--- config.mk ---
export PLATFORM = sky130hd
export DESIGN_NAME = req_encoder_rr_flat
export DESIGN_NICKNAME = d
export VERILOG_FILES = /design/src/rtl/req_encoder_rr_if.sv /design/src/rtl/req_encoder_rr.sv /design/src/flat_wrapper.sv
export SDC_FILE = /design/constraint.sdc
export NUM_CORES = 1
export LEC_CHECK = 0
export ABC_CLOCK_PERIOD_IN_PS = 3450
export CAP_MARGIN = 0
export CELL_PAD_IN_SITES_DETAIL_PLACEMENT = 2
export CELL_PAD_IN_SITES_GLOBAL_PLACEMENT = 2
export CORE_ASPECT_RATIO = 1.4
export CORE_UTILIZATION = 30
export CTS_CLUSTER_SIZE = 12
export DETAILED_ROUTE_END_ITERATION = 10
export PLACE_DENSITY_LB_ADDON = 0.1
export SYNTH_ARGS = -nofsm -noshare
export SYNTH_HDL_FRONTEND = slang
export SYNTH_SLANG_ARGS = --single-unit
export TNS_END_PERCENT = 100
--- constraint.sdc ---
create_clock -name clk -period 3.45 [get_ports clk]
set_clock_uncertainty 0.15 [all_clocks]
set_input_delay 0.5175 -clock clk [delete_from_list [all_inputs] [get_ports clk]]
set_output_delay 0.5175 -clock clk [all_outputs]
set_load 0.05 [all_outputs]
--- src/rtl/req_encoder_rr_if.sv ---
// Request-encoder bus: request side in, encoded result with valid/ready out.
interface req_encoder_rr_if #(
  parameter int unsigned N = 8
);
  localparam int unsigned W = $clog2(N);

  logic         en;
  logic         mode;
  logic [N-1:0] req;
  logic         out_ready;
  logic         out_valid;
  logic [W-1:0] idx;
  logic         multi;

  // Producer/consumer side (drives requests, accepts results)
  modport master (
    output en, mode, req, out_ready,
    input  out_valid, idx, multi
  );

  // Encoder side
  modport slave (
    input  en, mode, req, out_ready,
    output out_valid, idx, multi
  );
endinterface

--- src/rtl/req_encoder_rr.sv ---
// Priority encoder with fixed or round-robin arbitration and a one-deep
// valid/ready result register. The round-robin pointer advances only on
// round-robin captures.
module req_encoder_rr #(
  parameter int unsigned N = 8
) (
  input logic             clk,
  input logic             rst_n,
  req_encoder_rr_if.slave bus
);
  localparam int unsigned W = $clog2(N);

  logic [W-1:0] ptr;
  logic [W-1:0] idx_q;
  logic         multi_q;
  logic         valid_q;

  logic [W-1:0] fixed_idx_c;
  logic         fixed_hit_c;
  logic [W-1:0] rr_idx_c;
  logic         rr_hit_c;
  int unsigned  pos_c;
  logic [W-1:0] winner_c;
  logic [W-1:0] next_ptr_c;
  logic         multi_c;
  logic         slot_free_c;
  logic         capture_c;

  // Lowest set index, scanning upward from bit 0
  always_comb begin
    fixed_idx_c = '0;
    fixed_hit_c = 1'b0;
    for (int unsigned i = 0; i < N; i++) begin
      if (!fixed_hit_c && bus.req[i]) begin
        fixed_idx_c = W'(i);
        fixed_hit_c = 1'b1;
      end
    end
  end

  // First set index scanning upward from ptr, wrapping N-1 -> 0
  always_comb begin
    rr_idx_c = '0;
    rr_hit_c = 1'b0;
    pos_c    = 0;
    for (int unsigned i = 0; i < N; i++) begin
      pos_c = 32'(ptr) + i;
      if (pos_c >= N) pos_c = pos_c - N;
      if (!rr_hit_c && bus.req[pos_c[W-1:0]]) begin
        rr_idx_c = pos_c[W-1:0];
        rr_hit_c = 1'b1;
      end
    end
  end

  // Winner selection, pointer successor and capture decision
  always_comb begin
    winner_c    = bus.mode ? rr_idx_c : fixed_idx_c;
    next_ptr_c  = (winner_c == W'(N - 1)) ? '0 : winner_c + W'(1);
    multi_c     = |(bus.req & (bus.req - N'(1)));
    slot_free_c = !valid_q || bus.out_ready;
    capture_c   = bus.en && (|bus.req) && slot_free_c;
  end

  // Result register and round-robin pointer
  always_ff @(posedge clk or negedge rst_n) begin
    if (!rst_n) begin
      idx_q   <= '0;
      multi_q <= 1'b0;
      valid_q <= 1'b0;
      ptr     <= '0;
    end else if (capture_c) begin
      idx_q   <= winner_c;
      multi_q <= multi_c;
      valid_q <= 1'b1;
      if (bus.mode) ptr <= next_ptr_c;
    end else if (bus.out_ready) begin
      valid_q <= 1'b0;
    end
  end

  assign bus.idx       = idx_q;
  assign bus.multi     = multi_q;
  assign bus.out_valid = valid_q;
endmodule
--- src/flat_wrapper.sv ---
// flat-port wrapper written by rule: the top's interface ports become plain ports
module req_encoder_rr_flat 
#(
  parameter int unsigned N = 8
)
  (clk, rst_n, bus_en, bus_mode, bus_req, bus_out_ready, bus_out_valid, bus_idx, bus_multi);
  req_encoder_rr_if #(.N(N)) bus_i ();
  input logic clk;
  input logic rst_n;
  input wire logic [$bits(bus_i.en)-1:0] bus_en;
  input wire logic [$bits(bus_i.mode)-1:0] bus_mode;
  input wire logic [$bits(bus_i.req)-1:0] bus_req;
  input wire logic [$bits(bus_i.out_ready)-1:0] bus_out_ready;
  output wire logic [$bits(bus_i.out_valid)-1:0] bus_out_valid;
  output wire logic [$bits(bus_i.idx)-1:0] bus_idx;
  output wire logic [$bits(bus_i.multi)-1:0] bus_multi;
  assign bus_i.en = bus_en;
  assign bus_i.mode = bus_mode;
  assign bus_i.req = bus_req;
  assign bus_i.out_ready = bus_out_ready;
  assign bus_out_valid = bus_i.out_valid;
  assign bus_idx = bus_i.idx;
  assign bus_multi = bus_i.multi;
  req_encoder_rr #(.N(N)) u_core (.clk(clk), .rst_n(rst_n), .bus(bus_i));
endmodule
==> results of run 1 <==
-- stage by stage --
step	cells	setup slack, ns	utilization [%]
global route	289	-0.262	52.8
CTS	285	-0.118	50.9
detailed placement	269	-0.630	46.0
finish	289	-0.200	52.8
global placement	269	-0.444	46.0
floorplan	152	-0.108	-
-- critical path: cells and delay by family, from the launching register on --
kind                     cells  cell delay (ns)
adder cells (fa/ha/maj)      2             0.38
flip-flops                   1             0.50
buffers and inverters        3             0.48
AND/OR/NAND/NOR              2             0.38
multiplexers                 3             1.08
AO/OA/AOI/OAI                2             0.57
-- state kept, by name, summed over array words and instances, names as in the netlist --
register and flops:
u_core.bus.out_valid 1, u_core.ptr 3, u_core.bus.multi 1, u_core.bus.idx 3
-- cell usage after synthesis (3+ instances only) --
cell      number  share of area, %
nor2_1        15               4.2
a21oi_1       11               4.1
nand2_1       11               3.1
mux4_2        10                17
mux2_2         9               7.6
dfrtp_1        8                15
o21ai_0        8               3.0
clkbuf_1       7               2.0
inv_1          7               2.0
mux2i_1        6               4.5
nand2b_1       6               2.8
ha_1           4               3.7
nor3_1         4               1.5
o211ai_1       4               2.2
o31ai_1        3               1.7
or3_1          3               1.4
-- layer usage --
metal / global-route usage, % / routed length, µm / vias to the layer above
met1: 35.2 / 2770 / 897
met5: 0 / 0 / -
li1: - / - / 743
met3: 3.34 / 162 / 21
met2: 64.1 / 4230 / 51
met4: 21.2 / 332 / 0
-- area by class of cell --
class                      count  area (µm²)
tap                           60        75.1
multi-input combinational    128        1210
timing repair buffer          83         678
fill                         441        2000
inverter                       7        33.8
clock buffer                   3        41.3
sequential                     8         201
-- power groups by stage --
stage / Clock (mW) / Combinational [mW] / Sequential [mW]
final: 0.117 / 2.56 / 0.185
after floorplan: 0 / 1.11 / 0.211
after global placement: 0 / 1.85 / 0.175
after CTS: 0.112 / 2.27 / 0.180
after global routing: 0.123 / 2.67 / 0.187
after detailed placement: 0 / 1.99 / 0.178
-- worst paths after layout --
kind | from | to | slack [ns] | cells after the start
worst max-delay path | u_core.ptr[0]$_DFFE_PN0P_ | u_core.ptr[2]$_DFFE_PN0P_ | -0.20 | 12
worst min-delay path | u_core.bus.idx[1]$_DFFE_PN0P_ | u_core.bus.idx[1]$_DFFE_PN0P_ | 0.40 | 1
worst max register to register | u_core.ptr[0]$_DFFE_PN0P_ | u_core.ptr[2]$_DFFE_PN0P_ | -0.20 | 12
worst min register to register | u_core.bus.idx[1]$_DFFE_PN0P_ | u_core.bus.idx[1]$_DFFE_PN0P_ | 0.40 | 1
max in group asynchronous | rst_n | u_core.ptr[0]$_DFFE_PN0P_ | 2.43 | 1
min in group asynchronous | rst_n | u_core.ptr[1]$_DFFE_PN0P_ | 0.42 | 1
-- kinds of logic after synthesis --
family | count (synthesis)
simple gates | 46
mux | 27
buf+inv | 16
flops | 8
fa+ha+maj | 5
compound gates | 47
xor+xnor | 3
-- repair_timing --
action,CTS,global route
pin swaps,10,13
gates resized for setup,29,11
setup buffers,13,4
endpoints found under the setup margin,3,4
==> flow_summary.json, run 1 <==
{
  "slew_viol_final": 0,
  "crit_fanout": 7,
  "hold_buffers": 0,
  "setup_tns_ns": -0.338,
  "postLayoutCellArea_mm2": 0.00224,
  "max-clock-path-buffers": 2,
  "power_switching_share_pct": 48.2,
  "place_area_mm2": 0.00195,
  "synth_cells": 152,
  "critPathArrivalTime_ns": 3.62,
  "worstPathCellList": "buf_6 > mux2_4 > mux4_2 > buf_6 > o32ai_4 > buf_6 > nand2_4 > or3_1 > a41oi_2 > ha_4 > ha_4 > mux2_4",
  "viasPerCell": 5.92,
  "period_minus_slack_ns": 3.65,
  "p_int_mw": 1.48,
  "max_stage_delay_ns": 0.50,
  "routedWlPerCell_um": 26.0,
  "critPathRequiredTime_ns": 3.42,
  "final_common_cell": "buf_4",
  "slowest_stage": "dfrtp_2",
  "final_cell_mix": "buf_4, nor2_1, a21oi_1, mux4_2, nand2_1",
  "syn_to_final_growth_pct": 67.1,
  "finalCritPeriodShare_pct": 106,
  "cts-root-buf": "clkbuf_8",
  "synth_edf_count": 0,
  "synth.avg_cell_area_um2": 8.82,
  "route.vias.total": 1712,
  "p_comb_share_pct": 89.4,
  "yosysSeqAreaShare_pct": 14.9,
  "fmax_mhz": 274,
  "grtUsageTotal_pct": 34.0,
  "path_class": "reg -> reg",
  "grt_pass1_wl_um": 11400,
  "synth_mux_area_share_pct": 30.8,
  "p_total_mw": 2.86,
  "hold_class": "reg -> reg",
  "antenna_found_initial": 0,
  "initialDrtViolationCount": 110,
  "yosysWarnings": 0,
  "antenna_left": 0,
  "endpoint_kind": "flip-flop",
  "drive_above_1_share_pct": 50.2,
  "cellLeakagePower_nw": 0.945,
  "die_h_um": 81.1,
  "dieWidth_um": 58.5,
  "drcViolationCount": 0,
  "row_count": 28,
  "tightest_slew_ns": 0.571,
  "p_seq_share_pct": 6.5,
  "cts_tree": "done",
  "h-tree-depth": 1,
  "synth-seq-cells": 8,
  "pwr-share-clk_pct": 4.1,
  "synth_top_family_by_area": "multiplexers",
  "path_clk_slew_ns": 0.04,
  "slew_headroom_pct": 61.6,
  "synthesis.area_mm2": 0.00134,
  "synth-compound-area-share_pct": 25.5,
  "ys.flop_type": "dfrtp_1",
  "finalHoldViolations": 0,
  "vdd_ir_drop_max_mv": 0.523,
  "maxCapViolations": 0,
  "routed_wl_um": 7500,
  "num_io_pins": 18,
  "fin_nets": 248,
  "crit_path_frequent_cell": "buf_6",
  "insertion_delay_ns": 0.24,
  "p_per_area_mw_per_mm2": 1280,
  "dp_hpwl_um": 4850,
  "ys_async_sr_fraction_pct": 100,
  "dieArea_mm2": 0.00474,
  "yosys.area_share.simple_pct": 17.2,
  "grt_pass1_vias": 1951,
  "grt_max_degree": 11,
  "drt_first_pass_iters": 4,
  "critPathLaunchType": "flip-flop",
  "timing.hold.ws_ns": 0.397,
  "start_util_pct": 31.6,
  "fin_ws_ns": -0.200,
  "ys_types": 45,
  "antenna_cells": 0,
  "synthAdderAreaFrac_pct": 4.48,
  "synth_fp_nets": 169,
  "rsz0062_at_grt": "yes",
  "port_buffers": 17,
  "routabilityCongestion": 0.969,
  "clock_sinks": 8,
  "status": "finished with violations",
  "grt_overflow": 0,
  "cts_buffers": 3,
  "switchingPower_mw": 1.38,
  "synth_xor_area_share_pct": 1.96,
  "violations": "setup timing",
  "setup_violations": 3,
  "core-area_mm2": 0.00424
}
(Power assumes the default switching activity.)
==> inputs of run 2 (changes only) <==
- REMOVE_ABC_BUFFERS: unset -> 1
==> run 2 against run 1 <==
- the run still ends with setup timing left
- hold slack got worse by 0.028 ns
- largest power group unchanged
- cell area rose by 0.28%
- sequential share of layout area fell by 0.081 points
- clock-buffer cell count did not move
- global-route usage fell by 5.9 points
- highest routed layer unchanged
- combinational power rose by 3%
==> flow_summary.json, run 2 (same netlist as run 1, synthesis figures left out) <==
{
  "setup_violations": 4,
  "period_minus_slack_ns": 3.72,
  "hold_class": "reg -> reg",
  "grtUsageTotal_pct": 28.1,
  "drive_above_1_share_pct": 49.8,
  "fill_cells": 453,
  "h-tree-depth": 1,
  "grt_overflow": 0,
  "worstPathCellList": "buf_4 > inv_2 > ha_4 > xor2_1 > buf_4 > mux4_2 > nand2_1 > buf_4 > nor4b_4 > or3_4 > a21boi_4 > nor2_4 > ha_4 > ha_4 > mux2_2",
  "cts-root-buf": "clkbuf_8",
  "hold_end": "u_core.bus.idx[1]$_DFFE_PN0P_",
  "fmax_mhz": 269,
  "slew_viol_final": 0,
  "r2r-start": "u_core.ptr[0]$_DFFE_PN0P_",
  "final_cell_mix": "buf_4, nor2_1, a21oi_1, nand2_1, mux4_2",
  "path_clk_slew_ns": 0.04,
  "cellLeakagePower_nw": 0.949,
  "endpoint_kind": "flip-flop",
  "r2r_slack_ns": -0.27,
  "core-area_mm2": 0.00424,
  "p_comb_share_pct": 90.5,
  "maxCapViolations": 0,
  "insertion_delay_ns": 0.22,
  "grt_max_degree": 11,
  "fin_nets": 248,
  "row_count": 28,
  "viasPerCell": 5.97,
  "rsz0062_at_grt": "yes",
  "reg2reg_to": "u_core.ptr[2]$_DFFE_PN0P_",
  "fin_ws_ns": -0.274,
  "hold_buffers": 0,
  "clock_sinks": 8,
  "final_common_cell": "buf_4",
  "hp-start": "u_core.bus.idx[1]$_DFFE_PN0P_",
  "antenna_cells": 0,
  "max_stage_delay_ns": 0.43,
  "p_int_mw": 1.48,
  "p_total_mw": 2.92,
  "critPathArrivalTime_ns": 3.67,
  "power_switching_share_pct": 49.1,
  "port_buffers": 17,
  "antenna_found_initial": 0,
  "critPathLaunchType": "flip-flop",
  "status": "finished with violations",
  "cts_tree": "done",
  "dp_hpwl_um": 4300,
  "final_core_util_pct": 53.0,
  "critPathRequiredTime_ns": 3.40,
  "num_io_pins": 18,
  "pwr-share-clk_pct": 3.7,
  "path_class": "reg -> reg",
  "syn_to_final_growth_pct": 67.6,
  "crit_fanout": 4,
  "dieWidth_um": 58.5,
  "finalHoldViolations": 0,
  "antenna_left": 0,
  "die_h_um": 81.1,
  "cts_buffers": 3,
  "slowest_stage": "xor2_1",
  "p_seq_share_pct": 5.8,
  "tightest_slew_ns": 0.640,
  "start_util_pct": 31.6,
  "routed_wl_um": 7620,
  "slew_headroom_pct": 57.0,
  "routedWlPerCell_um": 26.4,
  "drcViolationCount": 0,
  "reg2regPathDepth": 15,
  "initialDrtViolationCount": 111,
  "violations": "setup timing",
  "vdd_ir_drop_max_mv": 0.508,
  "dieArea_mm2": 0.00474,
  "grt_pass1_vias": 1753,
  "routabilityCongestion": 0.952,
  "grt_pass1_wl_um": 9690,
  "switchingPower_mw": 1.43,
  "max-clock-path-buffers": 2,
  "hold_depth": 1,
  "drt_first_pass_iters": 4,
  "route.vias.total": 1726,
  "p_per_area_mw_per_mm2": 1300,
  "finalCritPeriodShare_pct": 108
}
==> run 2: worst max path at each step <==
stage | slack, ns | from | endpoint
floorplan | -0.43 | u_core.ptr[0]$_DFFE_PN0P_ | u_core.ptr[2]$_DFFE_PN0P_
global placement | -0.43 | bus_req[6] | u_core.ptr[2]$_DFFE_PN0P_
detailed placement | -0.65 | bus_req[6] | u_core.ptr[2]$_DFFE_PN0P_
CTS | -0.07 | u_core.ptr[0]$_DFFE_PN0P_ | u_core.ptr[2]$_DFFE_PN0P_
global route | -0.34 | u_core.ptr[0]$_DFFE_PN0P_ | u_core.ptr[2]$_DFFE_PN0P_
finish | -0.27 | u_core.ptr[0]$_DFFE_PN0P_ | u_core.ptr[2]$_DFFE_PN0P_
==> run 2: timing repair <==
item / CTS / global route
resized for setup: 25 / 23
pin swaps: 7 / 9
endpoints found under the setup margin: 3 / 5
setup buffers: 11 / 10
==> run 2: critical path: cells and delay by family (launching register included) <==
family	cells	cell delay [ns]
AOI/OAI and AO/OA	1	0.23
muxes	2	0.57
xor gates and xnor gates	1	0.43
buffers and inverters	4	0.62
DFF	1	0.39
and+or+nand+nor	4	0.66
adders and majority gates	3	0.54
==> run 2: per-stage QoR <==
stage                     hold slack [ns]  setup WS [ns]  area, µm²  instances  setup TNS, ns
after CTS                           0.355        -0.0702       2070        280        -0.0702
final                               0.369         -0.274       2250        289         -0.643
after detailed placement            0.334         -0.647       1890        266          -1.85
after global placement              0.330         -0.435       1890        266          -1.08
after floorplan                    0.0719         -0.431       1300        143         -0.982
after global routing                0.384         -0.337       2250        289         -0.854
==> run 2: metal layers <==
layer,global-route usage [%],wire length (µm),up-vias
met4,11.0,424,0
met2,55.2,4070,69
met1,30.0,2900,885
li1,-,-,744
met5,0,0,-
met3,2.87,224,28
==> run 2: area by class of cell <==
type / instances / area (µm²) / area share (%)
multi-input combinational: 128 / 1210 / 54.1
clock buffer: 3 / 41.3 / 1.84
timing repair buffer: 83 / 686 / 30.5
tap: 60 / 75.1 / 3.34
inverter: 7 / 28.8 / 1.28
sequential: 8 / 200 / 8.91
==> run 2: power groups by stage <==
stage          combinational (mW)  clock [mW]  sequential, mW
3_5_place_dp                 1.89           0           0.161
6_report                     2.64       0.109           0.169
4_1_cts                      2.11       0.116           0.164
2_1_floorplan               0.960           0           0.258
5_1_grt                      2.72       0.117           0.171
3_3_place_gp                 1.81           0           0.158
==> inputs of run 3 (changes only) <==
- CORE_MARGIN: unset -> 2
- SKIP_LAST_GASP: unset -> 1
==> run 3 against run 2 <==
- the flow still finishes with violations (setup timing)
- non-clock buffer count fell by 3
- hold slack got worse by 0.010 ns
- highest routed layer unchanged
- clock-buffer cell count did not move
- critical endpoint unchanged
- maximum frequency fell by 2.8%
- critical path depth fell by 2
- clock power rose by 7%
- via count fell by 5.0%
- first-iteration DRC count fell by 43%
- largest cell class unchanged
- largest power group unchanged
- critical path type unchanged
- combinational power fell by 5%
- wire length fell by 5.9%
- cell area fell by 1.6%
==> flow_summary.json, run 3 (same netlist as run 1, synthesis figures left out) <==
{
  "tightest_slew_ns": 0.537,
  "hp-start": "u_core.bus.multi$_DFFE_PN0P_",
  "slew_headroom_pct": 64.1,
  "drive_above_1_share_pct": 49.1,
  "hold_class": "reg -> reg",
  "vdd_ir_drop_max_mv": 0.577,
  "p_total_mw": 2.80,
  "endpoint_kind": "flip-flop",
  "dp_hpwl_um": 4740,
  "crit_path_frequent_cell": "buf_4",
  "crit_fanout": 8,
  "r2r-start": "u_core.ptr[0]$_DFFE_PN0P_",
  "critPathLaunchType": "flip-flop",
  "power_switching_share_pct": 49.0,
  "pwr-share-clk_pct": 4.2,
  "initialDrtViolationCount": 63,
  "core-area_mm2": 0.00427,
  "drcViolationCount": 0,
  "insertion_delay_ns": 0.23,
  "h-tree-depth": 1,
  "worstPathCellList": "buf_6 > buf_12 > mux4_2 > mux2_4 > nor2_4 > buf_4 > buf_4 > a21boi_0 > o21ai_0 > a41oi_2 > ha_2 > ha_4 > mux2_2",
  "fin_nets": 245,
  "finalCritPeriodShare_pct": 111,
  "antenna_left": 0,
  "finalHoldViolations": 0,
  "switchingPower_mw": 1.37,
  "grt_max_degree": 11,
  "hold_buffers": 0,
  "cts_tree": "done",
  "path_class": "reg -> reg",
  "dieArea_mm2": 0.00503,
  "final_core_util_pct": 51.7,
  "path_clk_slew_ns": 0.04,
  "setup_violations": 4,
  "worstSetupStartpoint": "u_core.ptr[0]$_DFFE_PN0P_",
  "slew_viol_final": 0,
  "cts_buffers": 3,
  "p_comb_share_pct": 89.7,
  "slowest_stage": "mux4_2",
  "die_h_um": 83.1,
  "final_cells": 286,
  "route.vias.total": 1639,
  "grt_pass1_vias": 1857,
  "grt_overflow": 0,
  "clock_sinks": 8,
  "grtUsageTotal_pct": 26.7,
  "fmax_mhz": 261,
  "fin_ws_ns": -0.383,
  "hold_depth": 2,
  "antenna_cells": 0,
  "period_minus_slack_ns": 3.83,
  "cellLeakagePower_nw": 0.940,
  "syn_to_final_growth_pct": 65.0,
  "status": "finished with violations",
  "p_int_mw": 1.43,
  "num_io_pins": 18,
  "port_buffers": 17,
  "dieWidth_um": 60.5,
  "final_cell_mix": "buf_4, nor2_1, a21oi_1, mux4_2, nand2_1",
  "rsz0062_at_grt": "yes",
  "p_seq_share_pct": 6.2,
  "drt_first_pass_iters": 4,
  "grt_pass1_wl_um": 9960,
  "max-clock-path-buffers": 2,
  "maxCapViolations": 0,
  "cts-root-buf": "clkbuf_8",
  "row_count": 28,
  "placed_cells": 266,
  "r2r_slack_ns": -0.38,
  "p_per_area_mw_per_mm2": 1270,
  "critPathRequiredTime_ns": 3.41,
  "timing.hold.ws_ns": 0.358,
  "reg2regPathDepth": 13,
  "routedWlPerCell_um": 25.1,
  "max_stage_delay_ns": 0.57,
  "routabilityCongestion": 0.974,
  "routed_wl_um": 7170,
  "violations": "setup timing",
  "start_util_pct": 31.4,
  "viasPerCell": 5.73,
  "critPathArrivalTime_ns": 3.80,
  "antenna_found_initial": 0,
  "final_common_cell": "buf_4"
}
[run 3: cell count changes in the layout (fill, tap and decap cells not counted), sizes merged]
cell and change:
buf -3, clkdlybuf4s15 -2, dlygate4sd2 +2
[run 3: what timing repair did]
action                     CTS  global route
setup endpoints to repair    3             4
cloned                       0             0
setup buffers                8             9
pin swaps                    5            14
gates resized for setup     19            20
[run 3: cell type report]
class | count | area [µm²]
sequential | 8 | 200
inverter | 7 | 26.3
fill | 457 | 2060
timing repair buffer | 80 | 669
multi-input combinational | 128 | 1200
tap | 60 | 75.1
clock buffer | 3 | 41.3
[run 3: layer usage]
metal,GRT usage [%],up-vias,part of all wire [%]
met5,0,-,0
met4,14.6,0,6.0
li1,-,733,-
met1,28.1,828,36
met3,2.34,28,2.0
met2,49.0,50,56
[run 3: worst paths after layout]
path,end
hold / removal,u_core.bus.multi$_DFFE_PN0P_
max in group asynchronous,u_core.bus.multi$_DFFE_PN0P_
min in group asynchronous,u_core.bus.idx[1]$_DFFE_PN0P_
hold reg to reg,u_core.bus.multi$_DFFE_PN0P_
setup reg to reg,u_core.ptr[2]$_DFFE_PN0P_
setup / recovery,u_core.ptr[2]$_DFFE_PN0P_
[run 3: through the flow]
step / setup WS [ns] / cell area (µm²) / setup TNS (ns)
after floorplan: -0.431 / 1300 / -0.982
after global placement: -0.437 / 1900 / -1.09
after detailed placement: -0.601 / 1900 / -1.77
after CTS: -0.0772 / 2060 / -0.118
after global routing: -0.493 / 2210 / -1.52
final: -0.383 / 2210 / -0.916
[run 3: critical path: cells and delay by family (launching register included)]
kind	cells	cell delay [ns]
multiplexers	3	1.16
AO/OA/AOI/OAI	3	0.81
buffers and inverters	4	0.58
adder cells (fa/ha/maj)	2	0.48
flip-flops	1	0.41
AND/OR/NAND/NOR	1	0.13
[run 3: power groups by stage]
stage               clock network, mW  registers, mW  logic (mW)
finish                          0.117          0.173        2.51
global route                    0.124          0.176        2.63
CTS                             0.117          0.163        2.11
detailed placement                  0          0.162        1.94
global placement                    0          0.159        1.83
floorplan                           0          0.258       0.960
